==> config.mk <==
export PLATFORM = sky130hd
export DESIGN_NAME = parca_uretici
export DESIGN_NICKNAME = d
export VERILOG_FILES = /design/src/rtl/parca_uretici.sv
export SDC_FILE = /design/constraint.sdc
export NUM_CORES = 1
export LEC_CHECK = 0
export BUFFER_PORTS_ARGS = -buffer_cell sky130_fd_sc_hd__buf_2
export CORE_UTILIZATION = 30
export CTS_BUF_LIST = sky130_fd_sc_hd__clkbuf_4
export CTS_CLUSTER_SIZE = 20
export DETAILED_ROUTE_END_ITERATION = 10
export SYNTH_ARGS = -nofsm -noshare
export SYNTH_HDL_FRONTEND = slang
export SYNTH_SLANG_ARGS = --single-unit
==> constraint.sdc <==
create_clock -name clk -period 4.86 [get_ports clk]
set_input_delay 0.486 -clock clk [delete_from_list [all_inputs] [get_ports clk]]
set_output_delay 0.486 -clock clk [all_outputs]
set_load 0.02 [all_outputs]
==> src/rtl/parca_uretici.sv <==
// parca_uretici: paced piece source for tetris; pieces come from an 8-bit LFSR,
// or from SABIT_PARCA when PARCA_SABIT_EN is defined. Stops on game over or height limit.
module parca_uretici #(
  parameter int         BOSLUK          = 1,
  parameter logic [7:0] TOHUM           = 8'hA5,
  parameter int         YUKSEKLIK_LIMIT = 20,
  parameter logic [2:0] SABIT_PARCA     = 3'b101
) (
  input  logic       clk,
  input  logic       rst,
  input  logic       basla,
  input  logic [4:0] yukseklik,
  input  logic [4:0] cevrim,
  input  logic       bitti_mi,
  output logic [2:0] parca,
  output logic [7:0] parca_sayisi,
  output logic       oyun_bitti,
  output logic [4:0] son_cevrim
);
  typedef enum logic [1:0] {BEKLE, GONDER, ARA, BITTI} durum_t;
  localparam int CW = $clog2(BOSLUK + 2);
  durum_t         durum_q, durum_d;
  logic [CW-1:0]  bos_q, bos_d;
  logic [2:0]     parca_q, parca_d, kod;
  logic [7:0]     sayi_q, sayi_d;
  logic           bitti_q, bitti_d, dur;
  logic [4:0]     son_q, son_d;
  assign dur = bitti_mi || (yukseklik >= 5'(YUKSEKLIK_LIMIT));
`ifdef PARCA_SABIT_EN
  assign kod = SABIT_PARCA;
`else
  localparam logic [7:0] SEED = (TOHUM == 8'h00) ? 8'h01 : TOHUM;
  logic [7:0] lfsr_q, lfsr_d;
  assign kod = (lfsr_q[2:0] == 3'b000) ? 3'b001 : lfsr_q[2:0];
  always_comb
    lfsr_d = (durum_q == BITTI && basla) ? SEED :
             (durum_q == GONDER && !dur) ? {lfsr_q[6:0], lfsr_q[7] ^ lfsr_q[5] ^ lfsr_q[4] ^ lfsr_q[3]} :
             lfsr_q;
  always_ff @(posedge clk or posedge rst)
    if (rst) lfsr_q <= SEED;
    else     lfsr_q <= lfsr_d;
`endif
  always_comb begin
    durum_d = durum_q;
    bos_d   = bos_q;
    parca_d = 3'b000;
    sayi_d  = sayi_q;
    bitti_d = bitti_q;
    son_d   = son_q;
    case (durum_q)
      BEKLE: if (basla) durum_d = GONDER;
      GONDER, ARA:
        // stopping wins over issuing, so a stopped GONDER emits a bubble
        if (dur) begin
          durum_d = BITTI;
          bitti_d = 1'b1;
          son_d   = cevrim;
        end else if (durum_q == GONDER) begin
          parca_d = kod;
          sayi_d  = sayi_q + {7'd0, sayi_q != 8'hFF};
          bos_d   = CW'(1);
          durum_d = (BOSLUK > 0) ? ARA : GONDER;
        end else if (bos_q == CW'(BOSLUK)) durum_d = GONDER;
        else bos_d = bos_q + 1'b1;
      BITTI:
        if (basla) begin
          durum_d = BEKLE;
          sayi_d  = 8'd0;
          bitti_d = 1'b0;
        end
      default: durum_d = BEKLE;
    endcase
  end
  always_ff @(posedge clk or posedge rst)
    if (rst) begin
      durum_q <= BEKLE;
      bos_q   <= '0;
      parca_q <= 3'b000;
      sayi_q  <= 8'd0;
      bitti_q <= 1'b0;
      son_q   <= 5'd0;
    end else begin
      durum_q <= durum_d;
      bos_q   <= bos_d;
      parca_q <= parca_d;
      sayi_q  <= sayi_d;
      bitti_q <= bitti_d;
      son_q   <= son_d;
    end
  assign parca        = parca_q;
  assign parca_sayisi = sayi_q;
  assign oyun_bitti   = bitti_q;
  assign son_cevrim   = son_q;
endmodule

; ---- Yosys cells after proc, flatten, opt, wreduce, memory -nomap -nowiden
; Index checks and enable logic that the tools add are counted.
[totals]
register_bits = 29
in_bits = 14
out_inout_bits = 17
word_cells = 61
[classes]
n_addsub = 2
magnitude_cmp = 1
eq_ne = 12
muxes = 21
n_bitwise = 4
reduce_logical = 14
[op_table]
columns = cell, n
row1 = 8-bit 2-to-1 mux, 5
row2 = 8-bit one-hot mux with 2 select lines, 1
row3 = 2-bit 2-to-1 mux, 7
row4 = 3-bit 2-to-1 mux, 4
row5 = "2-bit inequality test, second input constant", 6
row6 = 3-bit AND reduction, 3
row7 = 8-bit by 1-bit adder with 8-bit output, 1
row8 = "8-bit inequality test, second input constant", 1
row9 = 2-bit one-hot mux with 3 select lines, 1
row10 = "5-bit greater-or-equal comparator, second input constant", 1
row11 = "2-bit by 1-bit == test with 1-bit output, second input constant", 2
row12 = "2-bit == test, second input constant", 2
row13 = "4-bit inequality test, second input constant", 1
row14 = 4-bit AND reduction, 1
row15 = 2-bit nonzero test, 2
row16 = 3-bit zero test, 1
row17 = 1-bit bitwise XOR, 3
row18 = "2-bit by 1-bit adder with 2-bit output, second input constant", 1
row19 = 1-bit logical AND, 2
row20 = 2-bit zero test, 1
row21 = 1-bit 2-to-1 mux, 2
row22 = 1-bit one-hot mux with 2 select lines, 1
row23 = 2-bit AND reduction, 1
row24 = 2-bit OR reduction, 1
row25 = 3 further kinds, 3

; ---- Logic depth before layout (Yosys ltp)
; Gate-level depths: netlist of run 1.
[depth]
ltp_word = 6
ltp_mapped = 7
mapped_depth_nobuf = 7

; ---- Worst setup path before layout of run 1
; Ideal clock, no wire load.
[synth_timing]
path_type = flip-flop to flip-flop
start = register durum_q[0]
end = register sayi_q[6], in the netlist parca_sayisi[6]
setup_time_ns = 0.104
arrival_ns = 1.714
required_time_ns = 4.756
path_slack_ns = 3.042
stages_incl_launch_ff = 8
n_path_buf = 2
period_less_slack_ns = 1.818
path_cell_list = dfrtp_1 -> inv_1 -> ha_1 -> buf_2 -> nand3b_4 -> or3b_1 -> buf_2 -> o41ai_2
[synth_via]
elab_chain_len = 4
word_cells_on_any_way = 10
classes_between = eq/ne: 6 / mux: 1 / reduce/logical: 3
[synth_rtl]
columns = item, line_no
row1 = start: declaration, 22  ; durum_t durum_q, durum_d;
row2 = start signal: assignment, 83  ; durum_q <= durum_d;
row3 = 2-bit by 1-bit == test with 1-bit output or 2-bit == test (tied branches), "50, 58"
row4 = 2-bit OR reduction, 50  ; case (durum_q)
row5 = 2-bit inequality test (no source line) or 2-bit nonzero test (tied branches), n/a
row6 = 4-bit AND reduction (no source line), n/a
row7 = end signal: assignment, 86  ; sayi_q <= sayi_d;
row8 = end: declaration, 25  ; logic [7:0] sayi_q, sayi_d;
; Several ways; a longest one is shown, not always the timed one.
; A chain may end at the register's enable or synchronous reset.

; ---- Worst setup path after layout of run 1
[layout_timing]
start = register durum_q[0]
end = register sayi_q[7], in the netlist parca_sayisi[7]
; The elaborated chain is that of the path after synthesis.

==> results.md, run 1 <==
* Leakage at 0.844 nW
* Crit Path Category: flip-flop to flip-flop
* # Max-Cap Violations at 0
* Post-synth EDFFs at 0
* Final wirelength at 2830 um
* VDD IR max at 0.000152 V
* Final period utilization at 0.441
* Initial Util at 0.315
* Mean Syn Cell Area at 10.5 sq um
* Hold/Removal Path Class: input port to asynchronous set/reset pin
* Residual DRC at 0
* Critical Path Sink Type: flip-flop
* Full die area at 5320 sq um
* Worst skew pair latency at 330 ps
* Power per cell area at 583 nW/um^2
* Max-slew violation count at 0
* Largest area contributor in the netlist: dfrtp_1
* Final setup vio count at 0
* Slew headroom at 0.524
* Clock share of power at 0.132
* Layout area overhead at 16.7%
* Routed Antenna Nets at 0
* Top post-synthesis cells by count: 25 x dfrtp_1, 17 x nand2_1, 9 x o21ai_0, 8 x a21oi_1
* Synth unique cells at 37
* CP arrival at 2360 ps
* F_max at 466 MHz
* Total track usage at 0.126
* Hold Vio Cnt, Final at 0
* Worst hold slack at 218 ps
* FF/Latch Area at 731 sq um
* Drt initial violations at 67
* CP max FO at 20
* Register area share after synthesis at 0.484
* Startpoint type of the worst setup path: flip-flop
* Total global routing overflow at 0
* Synth area leaders: dfrtp_1 41%, dfstp_2 7.0%, mux2_2 5.2%
* Number of CTS-inserted buffers at 5
* RSZ-0062 raised after global routing: no
* Post-synth top flop: dfrtp_1
* Post-layout min period at 2140 ps
* Multi-input gate area at 722 sq um
* CTS tree: built
* Least-Margin Pin Slew at 715 ps
* Post-CTS sizing at 0
* HPWL Detailed at 2010 um
* Post-CTS Setup Bufs at 0
* Comb pwr share at 0.477
* Via count at 1129
* IO Port Bufs at 28
* Status: completed
* Number of synthesized register bits at 29
* Area share of the leading cell type in the synthesized netlist at 0.415
* Fillcell total at 495
* DR vias/cell at 4.68
* Switching Share at 0.418
* Synth warnings at 0
* Async S/R FF share, synth at 1.00
* Antenna violations before repair at 0
* DP Worst Slack at 2740 ps
* Syn nets at 164
* Internal at 0.597 mW
* Total Neg Setup Slack at 0 ps
* H-tree depth at 2
* Post-Synthesis Cells at 144
* Clock transition at path regs at 100 ps
* First drt pass iteration count at 4
* Ant diodes at 0
* Most common cell in the netlist: dfrtp_1
* # rows at 25
* Max Buffers Root-to-Sink at 2
* Final worst slack at 2720 ps
* Clock Skews at 10.8 ps
* Seq pwr share at 0.391
* Global-route wire length before repair at 4890 um
* Clk sinks at 29
* Required @ worst endpoint at 5080 ps
* Cts hold-fix bufs at 0
* Routability congestion estimate at 0.750
* Root Driver: clkbuf_4
* Chip height at 72.9 um
* Share of layout cells above drive strength 1 at 0.287
* Core area at 4790 sq um
* Sw Pwr at 0.429 mW
* Pin count of the biggest net entering global routing at 30
* Ports at 31
* # nets final at 193
* Netlist Area Pre-Place at 1510 sq um
* Number of global-route vias before repair at 1010
* Die width at 72.9 um
* WL/cell at 11.8 um
[worst paths after layout]
| check | startpoint | endpoint | slack, ps | depth (start not counted) |
|---|---|---|---|---|
| setup / recovery | durum_q[0] | parca_sayisi[7] | 2720 | 5 |
| hold / removal | rst | parca_sayisi[7] | 220 | 3 |
| setup reg to reg | durum_q[0] | parca_sayisi[7] | 2720 | 5 |
| hold reg to reg | lfsr_q[7] | lfsr_q[7] | 500 | 2 |
| max in group asynchronous | rst | lfsr_q[5] | 4330 | 3 |
| min in group clk | cevrim[1] | son_cevrim[1] | 390 | 2 |
[cell families (layout without fill, tap and decap cells)]
group | Yosys count | count (layout) | share of synthesized area
DFF | 29 | 29 | 0.484
xor gates and xnor gates | 3 | 3 | 0.0174
adders and majority gates | 6 | 6 | 0.0497
buffers and inverters | 14 | 44 | 0.0373
muxes | 12 | 12 | 0.0854
and+or+nand+nor | 47 | 47 | 0.169
AOI/OAI and AO/OA | 33 | 33 | 0.157
[flip-flops by register name (all words and copies together), names as in the netlist]
register	flops
parca	3
durum_q	2
oyun_bitti	1
lfsr_q	8
son_cevrim	5
parca_sayisi	8
bos_q	2
[routing by layer]
metal,vias up,routed length [um],global-route usage
li1,572,-,-
met1,524,1500,0.173
met2,28,1170,0.177
met3,5,132,0.0539
met4,0,36,0.0458
met5,-,0,0
[stage by stage]
step | instance area, sq um | utilization | total power, mW | std cells
floorplan | 1510 | - | 0.782 | 144
global route | 1760 | 0.368 | 1.13 | 241
global placement | 1710 | 0.357 | 0.890 | 233
detailed placement | 1710 | 0.357 | 0.901 | 233
finish | 1760 | 0.368 | 1.03 | 241
CTS | 1760 | 0.368 | 1.04 | 241
[worst max-delay path, stage by stage (launching register included)]
cell	delay (ps)
dfrtp_1	400
ha_1	640
mux2_2	420
o2111ai_2	200
nor4_1	100
a221o_1	280
[power by group through the flow]
| stage | Sequential (mW) | Combinational, mW | Clock, mW |
|---|---|---|---|
| 3_3_place_gp | 0.403 | 0.487 | 0 |
| 6_report | 0.401 | 0.489 | 0.136 |
| 2_1_floorplan | 0.443 | 0.339 | 0 |
| 3_5_place_dp | 0.405 | 0.495 | 0 |
| 5_1_grt | 0.415 | 0.556 | 0.155 |
| 4_1_cts | 0.402 | 0.495 | 0.143 |
[layout by cell type (no fill, tap or decap), types with 2 or more instances in the layout]
| master | n |
|---|---|
| nand2_1 | 17 |
| buf_2 | 28 |
| clkinv_1 | 2 |
| and3_1 | 2 |
| xnor2_1 | 3 |
| mux2i_1 | 5 |
| dfstp_2 | 4 |
| nand3_1 | 5 |
| o211ai_1 | 2 |
| clkbuf_4 | 5 |
| o31ai_1 | 5 |
| a21oi_1 | 8 |
| nand2b_1 | 4 |
| mux2_2 | 7 |
| nor2_1 | 6 |
| nor2b_1 | 2 |
| and4_1 | 2 |
| dfrtp_1 | 25 |
| inv_1 | 7 |
| o2bb2ai_1 | 2 |
| ha_1 | 6 |
| o21ai_0 | 9 |
[area by class of cell]
cell class,count,share of cell area
timing repair buffer,29,0.0839
multi-input combinational,101,0.410
inverter,7,0.0149
clock buffer,5,0.0213
clock inverter,3,0.00711
tap,67,0.0476
sequential,29,0.415
(Power assumes the default switching activity.)
==> run 2, diff against run 1 <==
Settings changed: ABC_AREA from default to 1.
Clock period 4.86 ns to 1.76 ns, I/O delays scaled along.
==> run 2 against run 1 <==
Net effect: final cell count rose by 24%; critical path depth rose by 4; clock power rose to 3.0 times the previous value; highest routed layer unchanged.
==> results.md, run 2 <==
* First drt pass iteration count at 4 (unchanged)
* Netlist Area Pre-Place at 1530 sq um (was 1510 sq um)
* Critical Path Sink Type: flip-flop (unchanged)
* Reg-to-Reg End: durum_q[1] (was parca_sayisi[7])
* CTS tree: built (unchanged)
* Crit Path Category: flip-flop to flip-flop (unchanged)
* Clock Skews at 5.73 ps (was 10.8 ps)
* Mean Syn Cell Area at 8.07 sq um (was 10.5 sq um)
* CP max FO at 5 (was 20)
* DR vias/cell at 4.28 (was 4.68)
* Sw Pwr at 1.50 mW (was 0.429 mW)
* Worst reg2reg setup slack at 160 ps (was 2720 ps)
* Worst skew pair latency at 320 ps (was 330 ps)
* Root Driver: clkbuf_4 (unchanged)
* Worst Setup EP: durum_q[1] (was parca_sayisi[7])
* Slew headroom at 0.753 (was 0.524)
* Async S/R FF share, synth at 1.00 (unchanged)
* Synth unique cells at 22 (was 37)
* Ports at 31 (unchanged)
* Most common cell in the netlist: nand2_1 (was dfrtp_1)
* Post-DP Area at 1780 sq um (was 1710 sq um)
* Pin count of the biggest net entering global routing at 30 (unchanged)
* Total Neg Setup Slack at 0 ps (unchanged)
* Post-Synthesis Cells at 189 (was 144)
* Commonest non-fill, non-tap cells in the layout: 63 x nand2_1, 28 x buf_2, 25 x inv_1, 25 x dfrtp_1, 13 x nand3_1 (was 28 x buf_2, 25 x dfrtp_1, 17 x nand2_1, 9 x o21ai_0, 8 x a21oi_1)
* Die width at 73.3 um (was 72.9 um)
* Top post-synthesis cells by count: 63 x nand2_1, 25 x dfrtp_1, 25 x inv_1, 13 x nand3_1, 12 x nor2_1 (was 25 x dfrtp_1, 17 x nand2_1, 9 x o21ai_0, 8 x a21oi_1)
* Total track usage at 0.122 (was 0.126)
* Layout area overhead at 23.1% (was 16.7%)
* IO Port Bufs at 28 (unchanged)
* R2r startpoint: durum_q[1] (was durum_q[0])
* Hold/Removal Path Class: input port to flip-flop (was input port to asynchronous set/reset pin)
* Startpoint type of the worst setup path: flip-flop (unchanged)
* Least-Margin Pin Slew at 371 ps (was 715 ps)
* Post-layout min period at 1600 ps (was 2140 ps)
* Core area at 4820 sq um (was 4790 sq um)
* Number of global-route vias before repair at 1137 (was 1010)
* Global-route wire length before repair at 4930 um (was 4890 um)
* RSZ-0062 raised after global routing: no (unchanged)
* Leading cell type in the layout, fill and taps excluded: nand2_1 (was buf_2)
* Syn nets at 209 (was 164)
* Full die area at 5370 sq um (was 5320 sq um)
* Residual DRC at 0 (unchanged)
* Power per cell area at 1770 nW/um^2 (was 583 nW/um^2)
* Synth area leaders: dfrtp_1 41%, nand2_1 16%, dfstp_2 6.9% (was dfrtp_1 41%, dfstp_2 7.0%, mux2_2 5.2%)
* Routed Antenna Nets at 0 (unchanged)
* Required @ worst endpoint at 2020 ps (was 5080 ps)
* Internal at 1.83 mW (was 0.597 mW)
* Min-delay src: cevrim[0]
* Antenna violations before repair at 0 (unchanged)
* # Max-Cap Violations at 0 (unchanged)
* Initial Util at 0.317 (was 0.315)
* Clock transition at path regs at 90 ps (was 100 ps)
* Seq pwr share at 0.348 (was 0.391)
* Total global routing overflow at 0 (unchanged)
* Routability congestion estimate at 0.786 (was 0.750)
* Post-synth EDFFs at 0 (unchanged)
* Status: completed (unchanged)
* Max-slew violation count at 0 (unchanged)
* Leakage at 1.02 nW (was 0.844 nW)
* # rows at 25 (unchanged)
* Drt initial violations at 48 (was 67)
* Largest area contributor in the netlist: dfrtp_1 (unchanged)
* WL/cell at 9.83 um (was 11.8 um)
* Hold Vio Cnt, Final at 0 (unchanged)
* Clock share of power at 0.124 (was 0.132)
* Comb pwr share at 0.528 (was 0.477)
* Finished layout cell area at 1880 sq um (was 1760 sq um)
* Clk sinks at 29 (unchanged)
* Register area share after synthesis at 0.479 (was 0.484)
* Worst setup path start: durum_q[1] (was durum_q[0])
* VDD IR max at 0.000620 V (was 0.000152 V)
* Via count at 1280 (was 1129)
* Final period utilization at 0.911 (was 0.441)
* Number of CTS-inserted buffers at 5 (unchanged)
* # nets final at 251 (was 193)
* Total Power at 3.33 mW (was 1.03 mW)
* CP arrival at 1870 ps (was 2360 ps)
* Share of layout cells above drive strength 1 at 0.263 (was 0.287)
* Post-synth top flop: dfrtp_1 (unchanged)
* Chip height at 73.3 um (was 72.9 um)
* Final setup vio count at 0 (unchanged)
* Final wirelength at 2940 um (was 2830 um)
* Area share of the leading cell type in the synthesized netlist at 0.410 (was 0.415)
* Synth warnings at 0 (unchanged)
* Ant diodes at 0 (unchanged)
* H-tree depth at 2 (unchanged)
* R2r worst-path depth at 9 (was 5)
* Switching Share at 0.450 (was 0.418)
* Number of synthesized register bits at 29 (unchanged)
* F_max at 624 MHz (was 466 MHz)
* HPWL Detailed at 2130 um (was 2010 um)
* Max Buffers Root-to-Sink at 2 (unchanged)
==> run 2: cell types whose count changed after synthesis, moves of 6 or more <==
cell / delta
inv_1: +18
mux2_2: -7
nand2_1: +46
nand3_1: +8
nor2_1: +6
o21ai_2: +6
==> run 2: routing by layer <==
metal | vias to the layer above | track usage | share of wire
met1 | 569 | 0.151 | 0.50
met4 | 0 | 0.0449 | 0.014
met3 | 6 | 0.0412 | 0.034
met5 | - | 0 | 0
met2 | 18 | 0.197 | 0.46
li1 | 687 | - | -
==> run 2: final cells by class <==
cell class                      instances  area [sq um]
Clock buffer                            7          52.6
Clock inverter                          1          3.75
Fill cell                             518          2940
Inverter                               27           101
Multi-Input combinational cell        132           702
Sequential cell                        29           731
Tap cell                               67          83.8
Timing Repair Buffer                   36           203
==> run 2: power groups by stage <==
| stage | Combinational [mW] | Sequential (mW) | Clock [mW] |
|---|---|---|---|
| 2_1_floorplan | 1.09 | 1.33 | 0 |
| 3_3_place_gp | 1.68 | 1.18 | 0 |
| 3_5_place_dp | 1.70 | 1.18 | 0 |
| 4_1_cts | 1.70 | 1.17 | 0.427 |
| 5_1_grt | 2.00 | 1.21 | 0.452 |
| 6_report | 1.76 | 1.16 | 0.412 |
==> run 2: metrics by stage <==
step | util | worst slack (ps) | cells | hold slack (ps)
floorplan | - | 175 | 189 | 251
global placement | 0.370 | 116 | 289 | 277
detailed placement | 0.370 | 107 | 289 | 270
CTS | 0.384 | 80.4 | 298 | 29.2
global route | 0.390 | 1.79 | 299 | 39.7
finish | 0.390 | 156 | 299 | 41.1
==> run 2: worst min-delay path by stage <==
stage	endpoint	slack, ps	cells after the start
4_1_cts	son_cevrim[0]	30	3
3_5_place_dp	parca[0]	270	3
6_report	son_cevrim[0]	40	3
3_3_place_gp	parca[0]	280	3
2_1_floorplan	bos_q[0]	250	1
5_1_grt	son_cevrim[3]	40	3
==> run 2: kinds of logic (layout without fill, tap and decap cells) <==
family	count (synthesis)	count (layout)	share of synthesized area
and+or+nand+nor	96	96	0.264
DFF	29	29	0.479
buffers and inverters	28	71	0.0738
AOI/OAI and AO/OA	26	26	0.111
adders and majority gates	6	6	0.0492
xor gates and xnor gates	4	4	0.0230
==> run 2: critical path, stage by stage, from the launching register on <==
cell and delay (ps):
dfrtp_1 380, inv_1 100, ha_4 300, inv_1 50, buf_4 130, nor2_1 120
nand4_1 220, nand2_1 150, nand2_1 50, nand2_1 60
==> run 2: repair_timing <==
action	in CTS	in global routing
resized for setup	0	3
hold endpoints to repair	25	0
hold buffers	1	0
endpoints found under the setup margin	0	12
buffers inserted	0	1
==> run 3, diff against run 2 <==
Settings changed: BUFFER_PORTS_ARGS -buffer_cell sky130_fd_sc_hd__buf_2 to -buffer_cell sky130_fd_sc_hd__buf_4.
==> run 3 against run 2 <==
Net effect: maximum frequency shrank 0.49%; worst setup slack lost 7.9 ps; flip-flop and latch count is the same; worst hold slack lost 0.59 ps; clock-buffer cell count grew 1; clock skew grew 7.4 ps.
==> results.md, run 3 (same netlist as run 2, synthesis figures left out) <==
* Status: completed (unchanged)
* Ant diodes at 0 (unchanged)
* Power per cell area at 1770 nW/um^2 (about the same)
* IO Port Bufs at 28 (unchanged)
* CP top delay family: simple AND/OR/NAND/NOR gates (unchanged)
* Full die area at 5370 sq um (unchanged)
* CP Buf/Inv Count at 2 (was 3)
* Max Buffers Root-to-Sink at 2 (unchanged)
* CTS tree: built (unchanged)
* DR vias/cell at 4.39 (was 4.28)
* Required @ worst endpoint at 1970 ps (was 2020 ps)
* Chip height at 73.3 um (unchanged)
* Share of layout cells above drive strength 1 at 0.276 (was 0.263)
* Worst skew pair latency at 330 ps (was 320 ps)
* Post-layout min period at 1610 ps (was 1600 ps)
* HPWL Detailed at 2200 um (was 2130 um)
* Clk sinks at 29 (unchanged)
* Crit Path Category: flip-flop to flip-flop (unchanged)
* Die width at 73.3 um (unchanged)
* Layout area overhead at 27.9% (was 23.1%)
* Global-route wire length before repair at 5420 um (was 4930 um)
* Leakage at 1.03 nW (was 1.02 nW)
* Clock Skews at 13.1 ps (was 5.73 ps)
* # rows at 25 (unchanged)
* H-tree depth at 2 (unchanged)
* # nets final at 251 (unchanged)
* First drt pass iteration count at 4 (unchanged)
* Routed Antenna Nets at 0 (unchanged)
* Core area at 4820 sq um (unchanged)
* Routability congestion estimate at 0.736 (was 0.786)
* CP arrival at 1820 ps (was 1870 ps)
* Worst hold slack at 40.5 ps (was 41.1 ps)
* Root Driver: clkbuf_4 (unchanged)
* Worst-path cell chain: inv_1 -> ha_4 -> inv_1 -> nand2_1 -> a21oi_2 -> nand2_2 -> nand2_1 -> o21ai_0 (was inv_1 -> ha_4 -> inv_1 -> buf_4 -> nor2_1 -> nand4_1 -> nand2_1 -> nand2_1 -> nand2_1)
* Hold/Removal Path Class: input port to flip-flop (unchanged)
* # Max-Cap Violations at 0 (unchanged)
* Reg-to-Reg End: parca_sayisi[6] (was durum_q[1])
* R2r startpoint: durum_q[0] (was durum_q[1])
* Max-slew violation count at 0 (unchanged)
* Leading cell type in the layout, fill and taps excluded: nand2_1 (unchanged)
* Slowest stage cell, crit path: dfrtp_1 (unchanged)
* Final setup vio count at 0 (unchanged)
* F_max at 621 MHz (was 624 MHz)
* Number of CTS-inserted buffers at 5 (unchanged)
* Critical Path Sink Type: flip-flop (unchanged)
* Residual DRC at 0 (unchanged)
* Final period utilization at 0.916 (was 0.911)
* Least-Margin Pin Slew at 375 ps (was 371 ps)
* WHS Path Cells at 3 (unchanged)
* Initial Util at 0.317 (unchanged)
* Slew headroom at 0.750 (was 0.753)
* R2r worst-path depth at 8 (was 9)
* Hold Vio Cnt, Final at 0 (unchanged)
* VDD IR max at 0.000609 V (was 0.000620 V)
* Number of global-route vias before repair at 1223 (was 1137)
* Final wirelength at 3070 um (was 2940 um)
* Worst Hold End: son_cevrim[2] (was son_cevrim[0])
* Pin count of the biggest net entering global routing at 30 (unchanged)
* WL/cell at 10.3 um (was 9.83 um)
* Min-delay src: cevrim[2] (was cevrim[0])
* Crit-path max cell delay at 410 ps (was 380 ps)
* Ports at 31 (unchanged)
* Clock transition at path regs at 100 ps (was 90 ps)
* Via count at 1312 (was 1280)
* Worst reg2reg setup slack at 150 ps (was 160 ps)
* Antenna violations before repair at 0 (unchanged)
* Startpoint type of the worst setup path: flip-flop (unchanged)
* Total Power at 3.45 mW (was 3.33 mW)
* CP max FO at 16 (was 5)
* Drt initial violations at 66 (was 48)
* Total global routing overflow at 0 (unchanged)
* Total track usage at 0.135 (was 0.122)
* Commonest non-fill, non-tap cells in the layout: 63 x nand2_1, 35 x buf_4, 25 x inv_1, 25 x dfrtp_1, 13 x nand3_1 (was 63 x nand2_1, 28 x buf_2, 25 x inv_1, 25 x dfrtp_1, 13 x nand3_1)
==> run 3: cell count changes in the layout (fill, tap and decap cells not counted) <==
cell      before  now
buf_2         28    0
buf_4          7   35
clkbuf_4       7    8
clkinv_1       1    0
nand2_2        2    3
nand2_4        2    1
nor2_1        11    9
nor2_2         1    3
==> run 3: what timing repair did <==
action	4_1_cts	5_1_grt
gates resized for setup	0	4
hold endpoints to repair	25	0
hold buffers	1	0
setup endpoints to repair	0	12
setup buffers	0	1
==> run 3: per-layer routing <==
layer / GRT usage / routed length (um) / share of wire
met1: 0.170 / 1480 / 0.48
met2: 0.213 / 1410 / 0.46
met3: 0.0508 / 127 / 0.041
met4: 0.0449 / 51 / 0.017
met5: 0 / 0 / 0
==> run 3: area by class of cell <==
type                    instances  area [sq um]
fillers                       528          2870
flip-flops and latches         29           731
multi-input cells             132           702
repair buffers                 36           273
inverters                      27           101
well taps                      67          83.8
clock buffers                   8          60.1
==> run 3: worst max path at each step <==
stage / cells after the start / start / slack (ps) / to
floorplan: 10 / parca_sayisi[3] / 170 / parca_sayisi[6]
global placement: 8 / durum_q[0] / 110 / parca_sayisi[6]
detailed placement: 8 / durum_q[0] / 70 / parca_sayisi[6]
CTS: 8 / durum_q[0] / 60 / parca_sayisi[6]
global route: 8 / durum_q[0] / -7 / parca_sayisi[7]
finish: 8 / durum_q[0] / 150 / parca_sayisi[6]
==> run 3: where the power goes <==
group	total [mW]	internal [mW]	switching (mW)
Combinational	1.85	0.755	1.09
Sequential	1.17	0.972	0.201
Clock	0.431	0.205	0.226
Total	3.45	1.93	1.52
==> run 3: stage by stage <==
| step | util | TNS, ps | worst slack [ps] | instances | area, sq um |
|---|---|---|---|---|---|
| 2_1_floorplan | - | 0 | 175 | 189 | 1530 |
| 3_3_place_gp | 0.385 | 0 | 105 | 289 | 1850 |
| 3_5_place_dp | 0.385 | 0 | 73.0 | 289 | 1850 |
| 4_1_cts | 0.399 | 0 | 61.1 | 298 | 1920 |
| 5_1_grt | 0.405 | -7.49 | -7.49 | 299 | 1950 |
| 6_report | 0.405 | 0 | 149 | 299 | 1950 |
==> run 3: tightest hold or removal path, cell delays in order <==
cell	delay [ps]
buf_4	70
nand2_1	40
nand2_1	40
